===== config.mk =====
export PLATFORM = sky130hd
export DESIGN_NAME = sirv_async_queue_sink
export DESIGN_NICKNAME = d
export VERILOG_FILES = /design/src/rtl/sirv_cdc_pkg.sv /design/src/rtl/sirv_sync_vec.sv /design/src/rtl/sirv_async_queue_sink.sv
export SDC_FILE = /design/constraint.sdc
export NUM_CORES = 1
export LEC_CHECK = 0
export CAP_MARGIN = 20
export CORE_AREA = 2 2 115 117
export CTS_CLUSTER_DIAMETER = 60
export DETAILED_ROUTE_END_ITERATION = 6
export DIE_AREA = 0 0 117 119
export GPL_TIMING_DRIVEN = 0
export PLACE_DENSITY_LB_ADDON = 0.15
export SETUP_SLACK_MARGIN = 0.4
export SYNTH_ARGS = -nofsm -noshare
export SYNTH_HDL_FRONTEND = slang
export SYNTH_SLANG_ARGS = --single-unit

===== constraint.sdc =====
create_clock -name clk -period 5.13 [get_ports clk]
set_clock_uncertainty 0.2 [all_clocks]
set_input_delay 1.026 -clock clk [delete_from_list [all_inputs] [get_ports clk]]
set_output_delay 1.026 -clock clk [all_outputs]
set_load 0.01 [all_outputs]

===== src/rtl/sirv_cdc_pkg.sv =====
// rtl/sirv_cdc_pkg.sv - shared Gray-code helpers for the async queue ends
package sirv_cdc_pkg;

  localparam int GW = 32;

  function automatic int clog2(input int n);
    int r;
    r = 0;
    for (int i = 0; i < 31; i++) begin
      if ((1 << i) < n) r = i + 1;
    end
    return r;
  endfunction

  function automatic logic [GW-1:0] bin2gray(input logic [GW-1:0] x);
    return x ^ (x >> 1);
  endfunction

  // Prefix XOR from the MSB down.
  function automatic logic [GW-1:0] gray2bin(input logic [GW-1:0] g);
    logic [GW-1:0] b;
    b[GW-1] = g[GW-1];
    for (int i = GW - 2; i >= 0; i--) begin
      b[i] = b[i+1] ^ g[i];
    end
    return b;
  endfunction

endpackage


===== src/rtl/sirv_sync_vec.sv =====
// rtl/sirv_sync_vec.sv - W-bit multi-flop synchronizer chain, async reset to 0
module sirv_sync_vec #(
  parameter int W    = 1,
  parameter int SYNC = 2
) (
  input  logic         clk,
  input  logic         rst,
  input  logic [W-1:0] d,
  output logic [W-1:0] q
);

  logic [W-1:0] stage [SYNC];

  always_ff @(posedge clk or posedge rst) begin
    if (rst) begin
      for (int i = 0; i < SYNC; i++) stage[i] <= '0;
    end else begin
      stage[0] <= d;
      for (int i = 1; i < SYNC; i++) stage[i] <= stage[i-1];
    end
  end

  assign q = stage[SYNC-1];

endmodule


===== src/rtl/sirv_async_queue_sink.sv =====
// rtl/sirv_async_queue_sink.sv - sink end of a Gray-indexed clock-domain-crossing queue
module sirv_async_queue_sink
  import sirv_cdc_pkg::*;
#(
  parameter int DW    = 32,
  parameter int DEPTH = 8,
  parameter int SYNC  = 3,
  localparam int AW   = clog2(DEPTH)
) (
  input  logic                clk,
  input  logic                rst,
  input  logic [AW:0]         widx_gray,
  input  logic [DEPTH*DW-1:0] mem_flat,
  output logic [AW:0]         ridx_gray,
  output logic                deq_valid,
  input  logic                deq_ready,
  output logic [DW-1:0]       deq_bits
);

  logic [AW:0]   widx_sync;
  logic [AW:0]   ridx_bin;
  logic [AW:0]   ridx_next;
  logic [AW:0]   widx_bin;
  logic [AW:0]   occupancy;
  logic          empty;
  logic          load;
  logic [DW-1:0] entry;

  sirv_sync_vec #(.W(AW + 1), .SYNC(SYNC)) u_widx_sync (
    .clk (clk),
    .rst (rst),
    .d   (widx_gray),
    .q   (widx_sync)
  );

  // Gray codes compare equal exactly when binary indices do, wrap bit included.
  assign empty     = (ridx_gray == widx_sync);
  assign load      = !empty && (!deq_valid || deq_ready);
  assign ridx_next = ridx_bin + {{AW{1'b0}}, 1'b1};
  assign entry     = mem_flat[ridx_bin[AW-1:0]*DW +: DW];

  // The slot is released at load time; deq_bits keeps its own copy of the entry.
  always_ff @(posedge clk or posedge rst) begin
    if (rst) begin
      ridx_bin  <= '0;
      ridx_gray <= '0;
      deq_valid <= 1'b0;
      deq_bits  <= '0;
    end else if (load) begin
      deq_bits  <= entry;
      deq_valid <= 1'b1;
      ridx_bin  <= ridx_next;
      ridx_gray <= (AW + 1)'(bin2gray(GW'(ridx_next)));
    end else if (deq_valid && deq_ready) begin
      deq_valid <= 1'b0;
    end
  end

  assign widx_bin  = (AW + 1)'(gray2bin(GW'(widx_sync)));
  assign occupancy = widx_bin - ridx_bin;

  a_widx_legal: assert property (@(posedge clk) disable iff (rst)
    occupancy <= (AW + 1)'(DEPTH));

endmodule


==> metrics.txt <==
Placer Congestion 0.8216; Post-CTS Resized 0; global-route wire length before repair 22.18 mm; CP Launch Type flip-flop; CTS Buf Count 5; critical path class reg -> out; EDFF count, synth 0; fin nets 842; crit path from ridx_gray[3]$_DFFE_PP0P_; clock transition at the registers of the reported paths 0.07 ns; syn nets roughly 540; worst-margin pin slew 0.8174 ns; Top Ports 300; post-synthesis compound-gate area fraction 5.073%; First DRT Iteration DRCs 85; Slew Viols, Final 0; synthesized area between 3000 and 4000 um^2; area grow syn2layout 89.72%; Largest stage delay, worst path 0.52 ns; worst vdd ir about 0.21 mV; CP max FO 4; WP data required 3.90 ns; n_diodes 0; initial core utilization 29.31%; largest net degree at the start of global routing 37; vias in the first global route 4211; R2R Path Start ridx_bin[1]$_DFFE_PP0P_; Register-to-Register Path Depth 4; Num Clock Sinks 52; top post-synthesis cells by area mux4_2, dfrtp_1, mux2i_1, o21ai_1, nand2_1; top cells by count, synth mux4_2, dfrtp_1, nand2_1; Leak 2.792 nW; Async SR Flop Fraction 100.0%; share of cells above drive strength 1 16.58%; Post-synth top flop dfrtp_1; Crit. End Element primary output; Setup crit end ridx_gray[3]; clk_lat worst skew 0.29 ns; gr usage total 21.30%; Die X 117 um; setup bufs post-CTS 0; Pre-antenna DRT Iters 4; final setup fails 0; count of different cell masters after synthesis 24; DRC violations left 0; setup TNS 0 ns; dominant cell type by area after synthesis mux4_2; Synth top area share about 37%; initial antenna violation count 0; R2R Path End deq_bits[1]$_DFFE_PP0P_; power per cell area 440.0 nW/um^2; row cnt 42; Rel. slew slack 45.51%; GR Overflow Total 0; Layout Utilization a little under three fifths; worst hold path type reg -> reg; WL per Instance around 19 um; die area ~14000 um^2; Fill cells 1130; Worst path slowest cell clkdlybuf4s50_1; Final ANT Viol Nets 0; Routed WL 14.51 mm; post-synthesis average cell area 13.92 um^2; Fmax 379.9 MHz; #FFs+latches synth 52; Yosys warning count 0; most common cell in the synthesized netlist mux4_2; outcome finished, final reports clean; adder-cell share of the synthesized area less than 1%; Hold Fails Final Rpt 0; CTS root buffer clkbuf_16; Clock Path Buffers 2; Tmin final 2.633 ns; die extent in y 119 um; CTS H-Tree Depth 2; core area around 13000 um^2; CTS Hold Bufs 0; maxcap violations 0; worst hold path stage count 0; Synth Instances 271; xor and xnor fraction of the mapped netlist area 2.785%; Critical Path AT 1.41 ns; r2r setup slk 3.05 ns; crit path cell chain buf_4 -> clkdlybuf4s50_1; unrepaired setup endpoints after global routing false; PortBufs 299; CTS tree built; Synth Area in Simple Gates 4.443%; Post-DP HPWL 12.36 mm; mux cell area share after synthesis 47.18%; largest family of logic cells by synthesized area multiplexers; post-synthesis sequential area ratio 34.48%; via count 3623; period utilisation layout 51.32%; Via density 4.799
[power by group]
group / leakage, nW / internal (mW) / switching, mW / total (mW)
combinational: 2.10 / 1.23 / 0.900 / 2.13
clock: 0.0719 / 0.186 / 0.164 / 0.350
sequential: 0.622 / 0.574 / 0.0990 / 0.673
total: 2.79 / 1.99 / 1.16 / 3.15
[layout make-up]
type / instances / area (um^2) / area share, %
repair buffers: 300 / 3013 / 42.08
multi-input cells: 189 / 2257 / 31.53
flip-flops and latches: 52 / 1301 / 18.18
well taps: 176 / 220.2 / 3.076
plain buffers: 28 / 207.7 / 2.901
clock buffers: 5 / 125.1 / 1.748
clock inverters: 3 / 27.53 / 0.3845
inverters: 2 / 7.507 / 0.1049
[cells in the final DEF (no fill, tap or decap), drive strengths merged]
cell,instances
buf,23
clkbuf,11
clkdlybuf4s50,299
clkinv,1
clkinvlp,1
dfrtp,52
ha,1
inv,3
mux2,1
mux2i,32
mux4,64
nand2,38
nand2b,1
nand3,1
nor2,2
nor4,1
o21ai,35
o41ai,1
xnor2,4
xor2,8
[sequential cells by signal (all words and copies together), names as in the netlist]
name               flops
deq_bits              32
deq_valid              1
ridx_bin               3
ridx_gray              4
u_widx_sync.q          4
u_widx_sync.stage      8
[layer usage]
| layer | share of wire, % | track usage, % | up-vias |
|---|---|---|---|
| met5 | 0 | 0 | - |
| met1 | 37 | 24.25 | 1772 |
| met2 | 55 | 39.74 | 155 |
| met3 | 6.3 | 4.682 | 20 |
| li1 | - | - | 1676 |
| met4 | 2.1 | 5.221 | 0 |
[critical path: cells and delay by family (launching register included)]
| family | cells | cell delay, ns |
|---|---|---|
| flops | 1 | 0.46 |
| buf+inv | 2 | 0.66 |
[how the worst min path moves through the flow]
stage | start | endpoint
after global placement | u_widx_sync.stage[8]$_DFF_PP0_ | u_widx_sync.stage[4]$_DFF_PP0_
after detailed placement | u_widx_sync.stage[6]$_DFF_PP0_ | u_widx_sync.q[2]$_DFF_PP0_
after global routing | u_widx_sync.stage[7]$_DFF_PP0_ | u_widx_sync.q[3]$_DFF_PP0_
after CTS | u_widx_sync.stage[6]$_DFF_PP0_ | u_widx_sync.q[2]$_DFF_PP0_
after floorplan | u_widx_sync.stage[4]$_DFF_PP0_ | u_widx_sync.q[0]$_DFF_PP0_
final | u_widx_sync.stage[6]$_DFF_PP0_ | u_widx_sync.q[2]$_DFF_PP0_
[metrics by stage]
step / hold WS, ns / setup WS [ns] / cell area [um^2] / instances / power [mW]
after floorplan: 0.1312 / 2.646 / 3774 / 271 / 2.034
after global placement: 0.1312 / 1.588 / 6987 / 746 / 2.840
after detailed placement: 0.1362 / 2.503 / 7007 / 747 / 2.865
after CTS: 0.1537 / 2.473 / 7159 / 755 / 3.226
after global routing: 0.1633 / 2.412 / 7159 / 755 / 3.387
final: 0.1509 / 2.497 / 7159 / 755 / 3.150
[logic make-up (layout without fill, tap and decap cells)]
| kind of cell | count (synthesis) | in the layout |
|---|---|---|
| AOI/OAI and AO/OA | 36 | 36 |
| xor gates and xnor gates | 12 | 12 |
| adders and majority gates | 1 | 1 |
| buffers and inverters | 30 | 338 |
| muxes | 97 | 97 |
| DFF | 52 | 52 |
| and+or+nand+nor | 43 | 43 |
(Power assumes the default switching activity.)
